===== config.mk =====
export PLATFORM = sky130hd
export DESIGN_NAME = muldiv_sequencer
export DESIGN_NICKNAME = d
export VERILOG_FILES = /design/src/rtl/muldiv_sequencer.sv
export SDC_FILE = /design/constraint.sdc
export NUM_CORES = 1
export LEC_CHECK = 0
export ABC_AREA = 0
export CORE_UTILIZATION = 50
export DETAILED_ROUTE_END_ITERATION = 16
export PLACE_DENSITY = 0.78
export SKIP_CTS_REPAIR_TIMING = 1
export SYNTH_ARGS = -nofsm -noshare
export SYNTH_HDL_FRONTEND = slang
export SYNTH_SLANG_ARGS = --single-unit

===== constraint.sdc =====
create_clock -name clk -period 2.9 [get_ports clk]
set_input_delay 0.435 -clock clk [delete_from_list [all_inputs] [get_ports clk]]
set_output_delay 0.435 -clock clk [all_outputs]
set_load 0.02 [all_outputs]

===== src/rtl/muldiv_sequencer.sv =====
// Iterative multiply/divide unit with HI/LO registers for the EX stage.
// Radix-2 shift-add multiply, restoring divide, one bit per cycle.
module muldiv_sequencer #(
  parameter int DATA_BITS = 32
) (
  input  logic                 clk,
  input  logic                 rst_n,
  input  logic                 Start,
  input  logic [1:0]           Op,
  input  logic [DATA_BITS-1:0] OpA,
  input  logic [DATA_BITS-1:0] OpB,
  input  logic                 Flush,
  input  logic                 HiWe,
  input  logic                 LoWe,
  input  logic [DATA_BITS-1:0] WrData,
  output logic                 Busy,
  output logic                 Done,
  output logic [DATA_BITS-1:0] Hi,
  output logic [DATA_BITS-1:0] Lo
);

  localparam int W  = DATA_BITS;
  localparam int CW = (W > 1) ? $clog2(W) : 1;
  localparam logic [CW-1:0] LAST = CW'(W - 1);

  typedef enum logic [1:0] {
    IDLE,
    RUN,
    FIX
  } state_t;

  state_t         state;
  logic [CW-1:0]  cnt;
  logic           is_div;
  logic           neg_q;
  logic           neg_r;
  logic           dz;
  logic [W-1:0]   a;
  logic [W-1:0]   b;
  logic [2*W-1:0] prod;

  logic         sa;
  logic         sb;
  logic [W-1:0] ma;
  logic [W-1:0] mb;

  assign sa = Op[0] & OpA[W-1];
  assign sb = Op[0] & OpB[W-1];
  assign ma = sa ? -OpA : OpA;
  assign mb = sb ? -OpB : OpB;

  logic [W:0]     mul_sum;
  logic [W:0]     div_sh;
  logic [W:0]     div_trial;
  logic [2*W-1:0] step_next;

  always_comb begin
    mul_sum   = {1'b0, prod[2*W-1:W]} + {1'b0, a & {W{prod[0]}}};
    div_sh    = {prod[2*W-1:W], prod[W-1]};
    div_trial = div_sh - {1'b0, b};
    step_next = {mul_sum, prod[W-1:1]};
    if (is_div) begin
      // A borrow out of the trial subtract means the divisor did not fit.
      if (div_trial[W])
        step_next = {div_sh[W-1:0], prod[W-2:0], 1'b0};
      else
        step_next = {div_trial[W-1:0], prod[W-2:0], 1'b1};
    end
  end

  logic [2*W-1:0] res;
  logic [W-1:0]   fix_hi;
  logic [W-1:0]   fix_lo;

  always_comb begin
    res    = neg_q ? -prod : prod;
    fix_hi = res[2*W-1:W];
    fix_lo = res[W-1:0];
    if (is_div) begin
      if (dz) begin
        fix_lo = '1;
        fix_hi = neg_r ? -a : a;
      end else begin
        fix_lo = neg_q ? -prod[W-1:0] : prod[W-1:0];
        fix_hi = neg_r ? -prod[2*W-1:W] : prod[2*W-1:W];
      end
    end
  end

  always_ff @(posedge clk) begin
    if (!rst_n) begin
      state  <= IDLE;
      cnt    <= '0;
      Busy   <= 1'b0;
      Done   <= 1'b0;
      Hi     <= '0;
      Lo     <= '0;
      is_div <= 1'b0;
      neg_q  <= 1'b0;
      neg_r  <= 1'b0;
      dz     <= 1'b0;
      a      <= '0;
      b      <= '0;
      prod   <= '0;
    end else begin
      Done <= 1'b0;
      unique case (state)
        IDLE: begin
          if (HiWe) Hi <= WrData;
          if (LoWe) Lo <= WrData;
          if (Start && !Flush) begin
            state  <= RUN;
            Busy   <= 1'b1;
            cnt    <= '0;
            is_div <= Op[1];
            neg_q  <= sa ^ sb;
            neg_r  <= sa;
            dz     <= Op[1] & (OpB == '0);
            a      <= ma;
            b      <= mb;
            prod   <= {{W{1'b0}}, Op[1] ? ma : mb};
          end
        end
        RUN: begin
          if (Flush) begin
            state <= IDLE;
            Busy  <= 1'b0;
          end else begin
            prod <= step_next;
            cnt  <= cnt + 1'b1;
            if (cnt == LAST) state <= FIX;
          end
        end
        FIX: begin
          state <= IDLE;
          Busy  <= 1'b0;
          if (!Flush) begin
            Hi   <= fix_hi;
            Lo   <= fix_lo;
            Done <= 1'b1;
          end
        end
        default: begin
          state <= IDLE;
          Busy  <= 1'b0;
        end
      endcase
    end
  end

endmodule


Word level (Yosys, flattened, before mapping)
Index checks and enable logic that the tools add are counted.
{"block": "classes", "mul": 0, "n_shift": 0, "magnitude_cmp": 0, "addsub": 9, "n_eq_ne": 10, "n_reduce_logical": 13, "muxes": 33, "bitwise": 5, "div": 0}
{"cell": "two-way mux 32 bit", "count": 14}
{"cell": "two-way mux 64 bit", "count": 5}
{"cell": "negator 32 bit", "count": 5}
{"cell": "one-hot mux 32 bit (2 select lines)", "count": 2}
{"cell": "one-hot mux 64 bit (2 select lines)", "count": 1}
{"cell": "negator 64 bit", "count": 1}
{"cell": "adder 32 x 32 -> 33 bit", "count": 1}
{"cell": "subtractor 33 x 32 -> 33 bit", "count": 1}
{"cell": "bitwise AND 32 bit", "count": 1}
{"cell": "logical NOT 32 bit", "count": 1}
{"cell": "!= test 2 bit (second input constant)", "count": 6}
{"cell": "two-way mux 5 bit", "count": 2}
{"cell": "one-hot mux 5 bit (2 select lines)", "count": 1}
{"cell": "AND reduction 3 bit", "count": 3}
{"cell": "AND reduction 2 bit", "count": 4}
{"cell": "two-way mux 2 bit", "count": 3}
{"cell": "adder 5 x 1 -> 5 bit (second input constant)", "count": 1}
{"cell": "equality test 5 bit (second input constant)", "count": 1}
{"cell": "one-hot mux 2 bit (2 select lines)", "count": 1}
{"cell": "nonzero test 2 bit", "count": 2}
{"cell": "bitwise AND 1 bit", "count": 3}
{"cell": "two-way mux 1 bit", "count": 3}
{"cell": "!= test 3 bit (second input constant)", "count": 1}
{"cell": "equality test 2 x 1 -> 1 bit (second input constant)", "count": 1}
{"cell": "other kinds (6)", "count": 6}
{"block": "word_totals", "latchBits": 0, "input_bits": 104, "ff_bits": 205, "ramBits": 0, "n_memories": 0, "romBits": 0, "out_inout_bits": 66}

Logic depth before layout (Yosys ltp)
Gate-level depths: netlist of run 1.
{"block": "logic_depth", "ltp_word": 6, "ltp_mapped": 14, "mapped_depth_nobuf": 14}

Worst setup path before layout of run 1
No wires, ideal clock.
{"block": "synth_path", "path_kind": "register -> register", "startpoint": "register prod[31]", "endpoint": "register prod[61]", "n_path_buf": 1, "stages_incl_launch_ff": 14, "setup_ps": 129, "setup_slack_ps": -332, "t_required_ps": 2771, "synth_period_minus_slack_ps": 3232, "t_arrival_ps": 3104, "path_cell_list": "dfxtp_1 -> inv_1 -> ha_1 -> fa_1 -> nand2b_1 -> a21oi_2 -> o21ai_1 -> a31oi_2 -> a31oi_4 -> o41a_4 -> or2_1 -> buf_2 -> a221oi_1 -> a211oi_1"}
{"block": "synth_via", "elab_chain_cells": 5}
{"item": "start, declared", "line": "40", "source": "logic [2*W-1:0] prod;"}
{"item": "start signal, assigned", "line": "121", "source": "prod <= {{W{1'b0}}, Op[1] ? ma : mb};"}
{"item": "start signal, assigned", "line": "129", "source": "prod <= step_next;"}
{"item": "subtractor 33 x 32 -> 33 bit", "line": "60", "source": "div_trial = div_sh - {1'b0, b};"}
{"item": "two-way mux 64 bit", "line": "64", "source": "if (div_trial[W])"}
{"item": "two-way mux 64 bit", "line": "62", "source": "if (is_div) begin"}
{"item": "two-way mux 64 bit", "line": "125", "source": "if (Flush) begin"}
{"item": "one-hot mux 64 bit (2 select lines)", "line": "107", "source": "unique case (state)"}
No other way between the ends. The select of a mux whose other input is x is not followed.
A chain may end at the register's enable or synchronous reset.

Worst setup path after layout of run 1
{"block": "layout_path", "startpoint": "register prod[31]", "endpoint": "register prod[53]"}
The elaborated chain is that of the path after synthesis.

==> results.py, run 1 <==
metrics = {
    "die": {
        "dieArea_um2": 35900,
        "coreArea_um2": 34500,
        "ios": 170,
        "initial_core_util_pct": 50.8,
        "core.rowCount": 68,
        "die_h_um": 189,
        "die_x_um": 189,
    },
    "synth": {
        "ys_seq_area_share_pct": 23.4,
        "synth_cells": 2321,
        "synth_edf_count": 0,
        "avgSynthCellArea_um2": 7.56,
        "ys_types": 91,
        "syn_nets": 2498,
        "yosysWarningCount": 0,
        "ys_ff_latch": 205,
        "async_reset_ff_share_pct": 0,
        "synth_ff_type": "dfxtp_1",
        "synth_area_um2": 17600,
    },
    "final_layout": {
        "final_cell_mix": "buf_4, nand2_1, dfxtp_1",
        "antenna_cells": 0,
        "fin_cells": 3250,
        "nets": 2954,
        "num-fill-cells": 2893,
        "area_growth_pct": 35.9,
        "drive_gt1_share_pct": 22.3,
        "final_common_cell": "buf_4",
    },
    "worst_setup_path": {
        "crit_path_cell_trace": "inv_4 > ha_4 > fa_2 > nand2b_4 > a21oi_4 > o21ai_4 > a31oi_4 > a31oi_4 > o41a_4 > buf_6 > nor2_4 > buf_4 > clkbuf_16 > mux2i_1 > o21ai_0",
        "critPathMaxStageDelay_ns": 0.40,
        "cp_top_family": "compound AO/OA/AOI/OAI gates",
        "crit_path_frequent_cell": "a31oi_4",
        "cp_num_buf_inv": 4,
        "crit_slowest_cell": "o41a_4",
        "critical_path_class": "reg2reg",
        "r2r-start": "prod[31]",
        "r2r-end": "prod[53]",
        "worstSetupStartpointType": "register",
        "critical_path_required_ns": 3.28,
        "r2r_cells": 15,
        "cp.arrival_ns": 3.58,
        "r2r_setup_slack_ns": -0.30,
        "cp-end-kind": "register",
        "path_max_fanout": 6,
    },
    "route": {
        "drc": 0,
        "viasPerCell": 6.16,
        "vias": 20000,
        "post_drt_wl_per_cell_um": 21.9,
        "ant_nets": 0,
        "drt-initial-drc-count": 2043,
        "dr.pass1.iters": 8,
        "wl_um": 71100,
    },
    "sta": {
        "tightest_slew_ns": 1.06,
        "layout_setup_ws_ns": -0.298,
        "post-route-period-util_pct": 110,
        "slew_headroom_pct": 29.2,
        "fmax_ghz": 0.313,
        "hold_violations": 0,
        "slew_violations": 0,
        "period_needed_ns": 3.20,
        "clock_skew_ns": 0.0174,
        "holdWs_ns": 0.309,
        "rsz0062_at_grt": "true",
        "setup_violations": 33,
    },
    "clock_network": {
        "clkTransAtPathRegs_ns": 0.07,
        "clock-root-buffer": "clkbuf_16",
        "clk_latency_ns": 0.54,
        "cts_buffer_depth": 3,
        "cts_sinks": 205,
        "cts_tree": "done",
        "cts_made_buffers": 25,
        "h-tree-depth": 1,
    },
    "global_route": {
        "overflow": 0,
        "grt_pass1_wl_um": 107000,
        "grt_max_degree": 93,
        "grt_usage_pct": 38.0,
        "grt_pass1_vias": 18800,
        "antenna_found_initial": 0,
    },
    "status": {
        "violations": "setup timing",
        "outcome": "finished with violations",
    },
    "pwr": {
        "power_density_nw_per_um2": 387,
        "peakVddDrop_mv": 0.420,
        "p_leak_uw": 0.0103,
    },
    "hold_path": {
        "min_to": "prod[61]",
        "hold_start": "rst_n",
        "hp-class": "in2reg",
        "whs_path_depth": 3,
    },
    "placed_design": {
        "dp_slack_ns": -0.434,
        "place_hpwl_um": 55900,
        "place.port_buffers": 169,
        "placed_cells": 3187,
        "gp_congestion": 1.01,
    },
    "job": {
        "cap_viol_max_count": 0,
    },
}
[routing by layer]
layer | global-route usage, % | wire length (µm) | up-vias | share of wire, %
li1 | - | - | 9308 | -
met1 | 49.8 | 29200 | 9471 | 41
met2 | 61.6 | 32200 | 1039 | 45
met3 | 5.12 | 6000 | 191 | 8.4
met4 | 18.1 | 3710 | 0 | 5.2
met5 | 0 | 0 | - | 0
[worst register-to-register path: stages, from the launching register on]
cell and delay, ns:
dfxtp_4 0.36, inv_4 0.04, ha_4 0.15, fa_2 0.33
nand2b_4 0.17, a21oi_4 0.20, o21ai_4 0.09, a31oi_4 0.24
a31oi_4 0.15, o41a_4 0.40, buf_6 0.14, nor2_4 0.18
buf_4 0.16, clkbuf_16 0.15, mux2i_1 0.19, o21ai_0 0.11
[report_power, final]
group / switching [µW] / total [µW] / internal (µW)
sequential: 159 / 3140 / 2980
clock: 1340 / 3280 / 1940
combinational: 1520 / 2800 / 1280
[cells by family after synthesis]
group	share of synthesized area [%]
AOI/OAI and AO/OA	27.6
xor gates and xnor gates	11.7
adders and majority gates	5.29
buffers and inverters	5.55
DFF	23.4
muxes	5.00
and+or+nand+nor	21.5
[cells in the mapped netlist, types with 6 or more instances]
| library cell | n | area share, % |
|---|---|---|
| o211a_1 | 36 | 2.1 |
| a211oi_1 | 15 | 0.64 |
| a22oi_1 | 20 | 0.86 |
| o21ai_1 | 8 | 0.23 |
| o41ai_1 | 15 | 0.75 |
| or4_1 | 23 | 0.98 |
| ha_1 | 71 | 5.1 |
| o22ai_1 | 10 | 0.36 |
| and2_1 | 40 | 1.4 |
| o21ai_0 | 164 | 4.7 |
| xnor2_1 | 155 | 7.7 |
| clkbuf_1 | 149 | 3.2 |
| o221ai_1 | 40 | 2.0 |
| nor2b_1 | 18 | 0.64 |
| nor4_1 | 12 | 0.43 |
| mux2i_1 | 76 | 4.3 |
| o21bai_1 | 7 | 0.30 |
| a221oi_1 | 6 | 0.30 |
| o21a_1 | 9 | 0.38 |
| nand2_1 | 302 | 6.5 |
| o31ai_1 | 43 | 1.8 |
| xor2_1 | 79 | 3.9 |
| mux2_2 | 7 | 0.45 |
| or3_1 | 22 | 0.78 |
| a21oi_1 | 161 | 4.6 |
| nand3_1 | 58 | 1.7 |
| buf_2 | 14 | 0.40 |
| nor3_1 | 40 | 1.1 |
| buf_1 | 13 | 0.28 |
| nand2b_1 | 22 | 0.78 |
| nand4_1 | 21 | 0.75 |
| a21boi_0 | 41 | 1.8 |
| dfxtp_1 | 205 | 23 |
| a31oi_1 | 16 | 0.57 |
| a21o_1 | 43 | 1.8 |
| o211ai_1 | 29 | 1.2 |
| inv_1 | 62 | 1.3 |
| and3_1 | 41 | 1.5 |
| nor2_1 | 125 | 2.7 |
[worst max path at each step]
| stage | from | end | slack, ns | cells past startpoint |
|---|---|---|---|---|
| after floorplan | prod[0] | prod[61] | -0.12 | 12 |
| after global placement | OpB[5] | prod[16] | -0.42 | 11 |
| after detailed placement | OpB[5] | prod[18] | -0.43 | 10 |
| after CTS | prod[0] | prod[61] | -0.33 | 14 |
| after global routing | prod[31] | prod[53] | -0.39 | 15 |
| final | prod[31] | prod[53] | -0.30 | 15 |
[state kept, by name, summed over array words and instances (netlist names)]
register,cells
prod,64
Lo,32
a,32
Hi,32
neg_q,1
cnt,5
b,32
Done,1
is_div,1
neg_r,1
dz,1
state,2
Busy,1
[final cells by class]
type / instances / area [µm²] / share of cell area [%]
repair buffers: 610 / 5170 / 21.6
inverters: 65 / 246 / 1.03
flip-flops and latches: 205 / 4130 / 17.3
multi-input cells: 1870 / 12900 / 54.1
well taps: 455 / 569 / 2.39
clock buffers: 28 / 637 / 2.67
clock inverters: 17 / 198 / 0.828
[per-stage QoR]
step	area, µm²	util, %	TNS [ns]	power [µW]
finish	23900	69.1	-6.01	9230
global route	23900	69.1	-8.46	9530
global placement	22400	65.0	-12.06	5770
detailed placement	22400	65.0	-14.94	5820
floorplan	17600	-	-0.398	4530
CTS	23300	67.4	-5.84	9050
(Power assumes the default switching activity.)
==> run 2, diff against run 1 <==
- PLACE_DENSITY: 0.78 -> 0.75
- clock period: 2.9 -> 3.5 ns (I/O delays scaled with it)
==> results.py, run 2 (synthesis gave the netlist of run 1 again) <==
metrics = {
    "final_layout": {
        "num-fill-cells": 3153,
        "drive_gt1_share_pct": 9.63,
        "final_cell_mix": "nand2_1, dfxtp_1, clkdlybuf4s50_1",
        "regArea_um2": 4110,
        "post-route-util_pct": 60.6,
        "top_register": "prod",
        "multi_input_area_um2": 12500,
        "area_growth_pct": 19.3,
        "largest_reg_flops": 64,
        "fin_cells": 2939,
        "nets": 2642,
        "final_common_cell": "nand2_1",
    },
    "route": {
        "dr.pass1.iters": 7,
        "post_drt_wl_per_cell_um": 22.8,
        "ant_nets": 0,
        "drt-initial-drc-count": 2086,
        "drc": 0,
        "wl_um": 67100,
        "vias": 18800,
        "viasPerCell": 6.41,
    },
    "worst_setup_path": {
        "crit_path_frequent_cell": "inv_1",
        "critPathMaxStageDelay_ns": 0.60,
        "worstSetupStartpointType": "register",
        "crit_path_cell_trace": "inv_1 > nor2_1 > ha_1 > inv_1 > fa_1 > nor2b_1 > o2111a_1 > nor3_1 > o21a_1 > o21ai_1 > o21ai_0 > or4b_2 > a31oi_1 > a211oi_1",
        "critical_path_required_ns": 3.93,
        "crit_slowest_cell": "or4b_2",
        "cp-end-kind": "register",
        "r2r-start": "prod[0]",
        "crit_start": "prod[0]",
        "critical_path_class": "reg2reg",
        "cp.arrival_ns": 3.78,
        "r2r_setup_slack_ns": 0.15,
        "path_max_fanout": 15,
    },
    "sta": {
        "post-route-period-util_pct": 95.6,
        "tns_ns": 0,
        "period_needed_ns": 3.35,
        "holdWs_ns": 0.377,
        "slew_headroom_pct": 23.3,
        "clock_skew_ns": 0.0211,
        "setup_violations": 0,
        "slew_violations": 0,
        "tightest_slew_ns": 1.15,
        "rsz0062_at_grt": "false",
        "fmax_ghz": 0.299,
        "hold_violations": 0,
    },
    "placed_design": {
        "place_hpwl_um": 52400,
        "gp_congestion": 0.976,
        "placed_cells": 2893,
        "place.port_buffers": 169,
    },
    "die": {
        "core.rowCount": 68,
        "ios": 170,
        "dieArea_um2": 35900,
        "initial_core_util_pct": 50.8,
        "die_h_um": 189,
        "die_x_um": 189,
        "coreArea_um2": 34500,
    },
    "job": {
        "cap_viol_max_count": 0,
    },
    "clock_network": {
        "clock-root-buffer": "clkbuf_16",
        "cts_sinks": 205,
        "clk_latency_ns": 0.56,
        "cts_tree": "done",
        "h-tree-depth": 1,
        "cts_buffer_depth": 3,
        "cts_made_buffers": 25,
        "clkTransAtPathRegs_ns": 0.07,
    },
    "hold_path": {
        "hold_start": "rst_n",
        "hp-class": "in2reg",
    },
    "pwr": {
        "power_frac_comb_pct": 26.4,
        "power_density_nw_per_um2": 345,
        "clockPowerShare_pct": 37.3,
        "peakVddDrop_mv": 0.348,
        "p_leak_uw": 0.00871,
        "seq_power_share_pct": 36.3,
        "p_int_uw": 4800,
        "swShare_pct": 33.6,
        "switchingPower_uw": 2430,
    },
    "status": {
        "outcome": "completed",
    },
    "global_route": {
        "grt_pass1_wl_um": 102000,
        "antenna_found_initial": 0,
        "grt_max_degree": 102,
        "grt_pass1_vias": 17500,
        "overflow": 0,
        "grt_usage_pct": 36.3,
    },
}
==> run 2: per-layer routing <==
metal	vias to the layer above	wire length [µm]	share of wire [%]	global-route usage, %
met2	1031	30300	45	58.8
met4	0	3070	4.6	14.8
met1	8918	27500	41	47.8
met3	191	6250	9.3	6.01
li1	8695	-	-	-
met5	-	0	0	0
==> run 2: through the flow <==
stage | cell area, µm² | setup slack, ns | total power (µW)
finish | 20900 | 0.153 | 7230
global placement | 20100 | 0.0855 | 4500
CTS | 20900 | 0.138 | 7190
global route | 20900 | 0.0252 | 7470
floorplan | 17600 | 0.268 | 3740
detailed placement | 20100 | 0.0463 | 4520
==> run 2: final cells by class <==
class	count	area share, %
sequential	205	19.6
clock buffer	34	3.48
antenna	1	0.0119
timing repair buffer	298	12.8
inverter	65	1.16
tap	455	2.72
clock inverter	11	0.520
multi-input combinational	1870	59.7
==> run 2: path summary, 6_finish.rpt <==
| kind | endpoint | depth (start not counted) |
|---|---|---|
| worst max-delay path | prod[61] | 14 |
| worst max register to register | prod[61] | 14 |
| worst min-delay path | a[9] | 2 |
| worst min register to register | Lo[4] | 2 |
==> run 2: worst max-delay path, delay by kind of cell, from the launching register on <==
kind,cells,cell delay [ns]
AND/OR/NAND/NOR,4,1.10
AO/OA/AOI/OAI,6,1.09
adder cells (fa/ha/maj),2,0.41
flip-flops,1,0.39
buffers and inverters,2,0.20
==> run 2: power by group through the flow <==
stage / Clock, µW / Sequential (µW) / Combinational (µW)
after floorplan: 0 / 2670 / 1080
after global placement: 0 / 2660 / 1830
after detailed placement: 0 / 2670 / 1860
after CTS: 2700 / 2620 / 1870
after global routing: 2800 / 2640 / 2030
final: 2690 / 2620 / 1910
